`src/rtl/serial_adder_4bit.sv`:
```
// rtl/serial_adder_4bit.sv - bit-serial LSB-first adder with carry-out, signed overflow and accumulate mode
module serial_adder_4bit #(
    parameter int WIDTH = 4
) (
    input  logic             i_clk,
    input  logic             i_rst_n,
    input  logic             i_start,
    input  logic             i_acc,
    input  logic [WIDTH-1:0] i_a,
    input  logic [WIDTH-1:0] i_b,
    input  logic             i_cin,
    output logic             o_busy,
    output logic             o_done,
    output logic [WIDTH-1:0] o_sum,
    output logic             o_cout,
    output logic             o_ovf
);
    localparam int CW = $clog2(WIDTH);
    localparam logic [CW-1:0] LAST_BIT = CW'(WIDTH - 1);

    typedef enum logic {
        S_IDLE = 1'b0,
        S_BUSY = 1'b1
    } state_t;

    state_t           r_state;
    state_t           w_state_nxt;
    logic [WIDTH-1:0] r_op_a;
    logic [WIDTH-1:0] r_op_b;
    logic             r_carry;
    logic [CW-1:0]    r_cnt;
    logic [WIDTH-1:0] r_res;
    logic [WIDTH-1:0] r_sum;
    logic             r_cout;
    logic             r_ovf;
    logic             r_done;

    logic [WIDTH-1:0] w_op_a_nxt;
    logic [WIDTH-1:0] w_op_b_nxt;
    logic             w_carry_nxt;
    logic [CW-1:0]    w_cnt_nxt;
    logic [WIDTH-1:0] w_res_nxt;
    logic [WIDTH-1:0] w_sum_nxt;
    logic             w_cout_nxt;
    logic             w_ovf_nxt;
    logic             w_done_nxt;

    logic             w_bit_sum;
    logic             w_bit_carry;
    logic [WIDTH-1:0] w_res_shifted;

    // Single full-adder cell over the LSBs of the operand shift registers.
    assign w_bit_sum     = r_op_a[0] ^ r_op_b[0] ^ r_carry;
    assign w_bit_carry   = (r_op_a[0] & r_op_b[0]) | (r_op_a[0] & r_carry) | (r_op_b[0] & r_carry);
    assign w_res_shifted = {w_bit_sum, {(WIDTH-1){1'b0}}} | (r_res >> 1);

    always_ff @(posedge i_clk or negedge i_rst_n) begin
        if (!i_rst_n) begin
            r_state <= S_IDLE;
        end else begin
            r_state <= w_state_nxt;
        end
    end

    always_comb begin
        w_state_nxt = r_state;
        w_op_a_nxt  = r_op_a;
        w_op_b_nxt  = r_op_b;
        w_carry_nxt = r_carry;
        w_cnt_nxt   = r_cnt;
        w_res_nxt   = r_res;
        w_sum_nxt   = r_sum;
        w_cout_nxt  = r_cout;
        w_ovf_nxt   = r_ovf;
        w_done_nxt  = 1'b0;
        case (r_state)
            S_IDLE: begin
                if (i_start) begin
                    // Accumulate mode feeds the held result back as operand A.
                    w_op_a_nxt  = i_acc ? r_sum : i_a;
                    w_op_b_nxt  = i_b;
                    w_carry_nxt = i_cin;
                    w_cnt_nxt   = '0;
                    w_res_nxt   = '0;
                    w_state_nxt = S_BUSY;
                end
            end
            S_BUSY: begin
                w_op_a_nxt  = r_op_a >> 1;
                w_op_b_nxt  = r_op_b >> 1;
                w_carry_nxt = w_bit_carry;
                w_res_nxt   = w_res_shifted;
                w_cnt_nxt   = r_cnt + CW'(1);
                if (r_cnt == LAST_BIT) begin
                    // r_carry here is the carry into the MSB.
                    w_sum_nxt   = w_res_shifted;
                    w_cout_nxt  = w_bit_carry;
                    w_ovf_nxt   = r_carry ^ w_bit_carry;
                    w_done_nxt  = 1'b1;
                    w_state_nxt = S_IDLE;
                end
            end
        endcase
    end

    always_ff @(posedge i_clk or negedge i_rst_n) begin
        if (!i_rst_n) begin
            r_op_a  <= '0;
            r_op_b  <= '0;
            r_carry <= 1'b0;
            r_cnt   <= '0;
            r_res   <= '0;
            r_sum   <= '0;
            r_cout  <= 1'b0;
            r_ovf   <= 1'b0;
            r_done  <= 1'b0;
        end else begin
            r_op_a  <= w_op_a_nxt;
            r_op_b  <= w_op_b_nxt;
            r_carry <= w_carry_nxt;
            r_cnt   <= w_cnt_nxt;
            r_res   <= w_res_nxt;
            r_sum   <= w_sum_nxt;
            r_cout  <= w_cout_nxt;
            r_ovf   <= w_ovf_nxt;
            r_done  <= w_done_nxt;
        end
    end

    assign o_busy = (r_state == S_BUSY);
    assign o_done = r_done;
    assign o_sum  = r_sum;
    assign o_cout = r_cout;
    assign o_ovf  = r_ovf;

endmodule

```
`config.mk`:
```
export PLATFORM = sky130hd
export DESIGN_NAME = serial_adder_4bit
export DESIGN_NICKNAME = d
export VERILOG_FILES = /design/src/rtl/serial_adder_4bit.sv
export SDC_FILE = /design/constraint.sdc
export NUM_CORES = 1
export LEC_CHECK = 0
export BUFFER_PORTS_ARGS = -buffer_cell sky130_fd_sc_hd__buf_2
export CORE_ASPECT_RATIO = 0.9
export CORE_MARGIN = 5
export CORE_UTILIZATION = 51
export CTS_CLUSTER_DIAMETER = 120
export DETAILED_ROUTE_END_ITERATION = 12
export PLACE_DENSITY = 0.83
export SLEW_MARGIN = 20
export SYNTH_ARGS = -nofsm -noshare
export SYNTH_HDL_FRONTEND = slang
export SYNTH_SLANG_ARGS = --single-unit
```
`constraint.sdc`:
```
create_clock -name i_clk -period 1.57 [get_ports i_clk]
set_input_delay 0.314 -clock i_clk [delete_from_list [all_inputs] [get_ports i_clk]]
set_output_delay 0.314 -clock i_clk [all_outputs]
set_load 0.05 [all_outputs]
```
==> flow_metrics.tcl <==
set metrics [dict create \
    core_area_um2 1860 \
    path_clk_slew_ns 0.13 \
    leakage_nw 0.591 \
    worst_pin_slew_ns 0.477 \
    worstPathArrival_ns 1.13 \
    finalCritPeriodShare_pct 92.0 \
    start_util_pct 52.2 \
    synth_edf_count 0 \
    synth_ff_type "dfrtp_1" \
    chipWidth_um 56.0 \
    multi_input_area_um2 390 \
    grt_pass1_wl_um 3140 \
    grt_antenna_before_repair 0 \
    required_ns 1.26 \
    dp_cells 118 \
    tns_ns 0 \
    post_cts_buffers 0 \
    register_area_um2 552 \
    cts_tree "done" \
    finalHoldViolCount 0 \
    maxSlewHeadroom_pct 68.2 \
    vias 636 \
    worstSetupStartpointType "flip-flop" \
    clkPwrFrac_pct 18.1 \
    power_frac_seq_pct 40.8 \
    die_h_um 51.4 \
    rsz0062_at_grt "false" \
    hp-class "input pin to flip-flop" \
    via_per_inst 5.17 \
    drt-pass1-iter-count 4 \
    dpl_cell_area_um2 1090 \
    async_flop_share_pct 100 \
    switching_share_pct 39.6 \
    grt_pass1_vias 664 \
    cp_slowest_cell "dfrtp_2" \
    nFillCells 158 \
    p_total_mw 2.40 \
    ant_nets 0 \
    synth_area_leaders "dfrtp_1, mux2_2, mux2i_1" \
    drc 0 \
    syn_inst 75 \
    peakVddDrop_uv 1070 \
    synth_top_area_share_pct 56.8 \
    routedWlPerCell_um 14.3 \
    root_buffer "clkbuf_4" \
    dieArea_um2 2870 \
    synthesis.area_um2 970 \
    yosys-top-cells-count "dfrtp_1, mux2_2, mux2i_1, nand2_1, o21ai_0" \
    yosysWarnings 0 \
    drt_iter0_markers 13 \
    worstSkewPairLatency_ns 0.32 \
    status "completed" \
    synth.most_common_cell "dfrtp_1" \
    post-dp-hpwl_um 1310 \
    final_nets 114 \
    final_area_um2 1150 \
    portBuffers 20 \
    setup_slack_ns 0.126 \
    setup_violations 0 \
    worstSetupEndpointType "output port" \
    n_antenna_cell 0 \
    place_congestion 0.757 \
    slowest_delay_ns 0.51 \
    avgSynthCellArea_um2 12.9 \
    cp_max_fo 15 \
    grtUsageTotal_pct 14.7 \
    numCtsBuffers 3 \
    wirelength_um 1760 \
    final_util_pct 62.0 \
    finalNonFillerCells 123 \
    path_cells "buf_2" \
    ys_types 21 \
    seq_area_frac_synth_pct 56.8 \
    cp_top_family "flip-flops" \
    htree_levels 1 \
    finalMaxSlewViolations 0 \
    grt_max_degree 23 \
    p_per_area_nw_per_um2 2090 \
    ys_ff_latch 22 \
    cts_sinks 22 \
    synthToLayoutAreaGrowth_pct 18.7 \
    place_ws_ns 0.143 \
    yosysTopAreaCell "dfrtp_1" \
    clockBufferDepth 2 \
    p_switching_mw 0.951 \
    period_minus_slack_ns 1.44 \
    cap_violations 0 \
    max_freq_mhz 692 \
    combinationalPowerShare_pct 41.1 \
    internal-power_mw 1.45 \
    drive_gt1_share_pct 37.8 \
    io_pins 21 \
    rows 15 \
    skew_ns 0.0145 \
    worst-path-buf-inv 1 \
    criticalPathCategory "flip-flop to output port" \
    hold_ws_ns 0.263 \
    grt.overflow.total 0 \
    syn_nets 90 \
]
==> sequential cells by signal, summed over array words and instances, names as in the netlist <==
register and cells:
r_cnt 2, r_carry 1, o_done 1, o_sum 4, o_busy 1, r_res 3, o_cout 1, r_op_a 4
r_op_b 4, o_ovf 1
==> cells by family (layout without fill, tap and decap cells) <==
family	after synthesis	in the layout	share of synthesized area [%]
xor gates and xnor gates	1	1	0.903
DFF	22	22	56.8
AOI/OAI and AO/OA	13	13	9.94
and+or+nand+nor	16	16	8.00
adders and majority gates	2	2	3.35
muxes	16	16	18.1
buffers and inverters	5	28	2.97
==> placed cells by master, fill, tap and decap left out, drive strengths merged, types with 3 or more instances in the layout <==
cell type	n
dfrtp	22
buf	21
mux2	9
nand2	7
mux2i	7
o21ai	6
nor2	3
a22o	3
clkbuf	3
==> routing by layer <==
metal / track usage, % / routed length, um / vias to the layer above / part of all wire [%]
met5: 0 / 0 / - / 0
met4: 5.93 / 30 / 0 / 1.7
li1: - / - / 309 / -
met3: 5.30 / 105 / 5 / 6.0
met2: 23.3 / 804 / 18 / 46
met1: 18.2 / 817 / 304 / 46
==> power groups by stage <==
stage / clock network, mW / registers [mW] / logic, mW
finish: 0.436 / 0.980 / 0.987
global route: 0.475 / 1.02 / 1.08
detailed placement: 0 / 0.991 / 0.992
floorplan: 0 / 1.23 / 0.493
global placement: 0 / 0.978 / 0.958
CTS: 0.445 / 0.982 / 0.998
==> worst paths after layout <==
kind	from	end	slack [ns]	cells past startpoint
setup reg to reg	r_op_a[0]$_DFFE_PN0P_	o_ovf$_DFFE_PN0P_	0.14	3
max in group asynchronous	i_rst_n	o_busy$_DFF_PN0_	0.74	2
hold reg to reg	r_res[1]$_DFFE_PN0P_	r_res[1]$_DFFE_PN0P_	0.50	1
min in group asynchronous	i_rst_n	r_op_a[3]$_DFFE_PN0P_	0.46	2
hold / removal	i_b[3]	r_op_b[3]$_DFFE_PN0P_	0.26	3
setup / recovery	o_busy$_DFF_PN0_	o_busy	0.13	1
==> layout make-up <==
class	count	share of cell area, %
Tap cell	25	2.72
Sequential cell	22	47.9
Multi-Input combinational cell	48	33.9
Clock inverter	1	2.61
Timing Repair Buffer	22	10.2
Clock buffer	3	1.96
Inverter	2	0.652
==> repair_timing <==
action | in CTS | in global routing
endpoints found under the setup margin | 1 | 0
resized for setup | 1 | 0
endpoints found under the hold margin | 22 | 0
hold buffers | 1 | 0
Note: power is estimated with default switching activity, not from simulation.
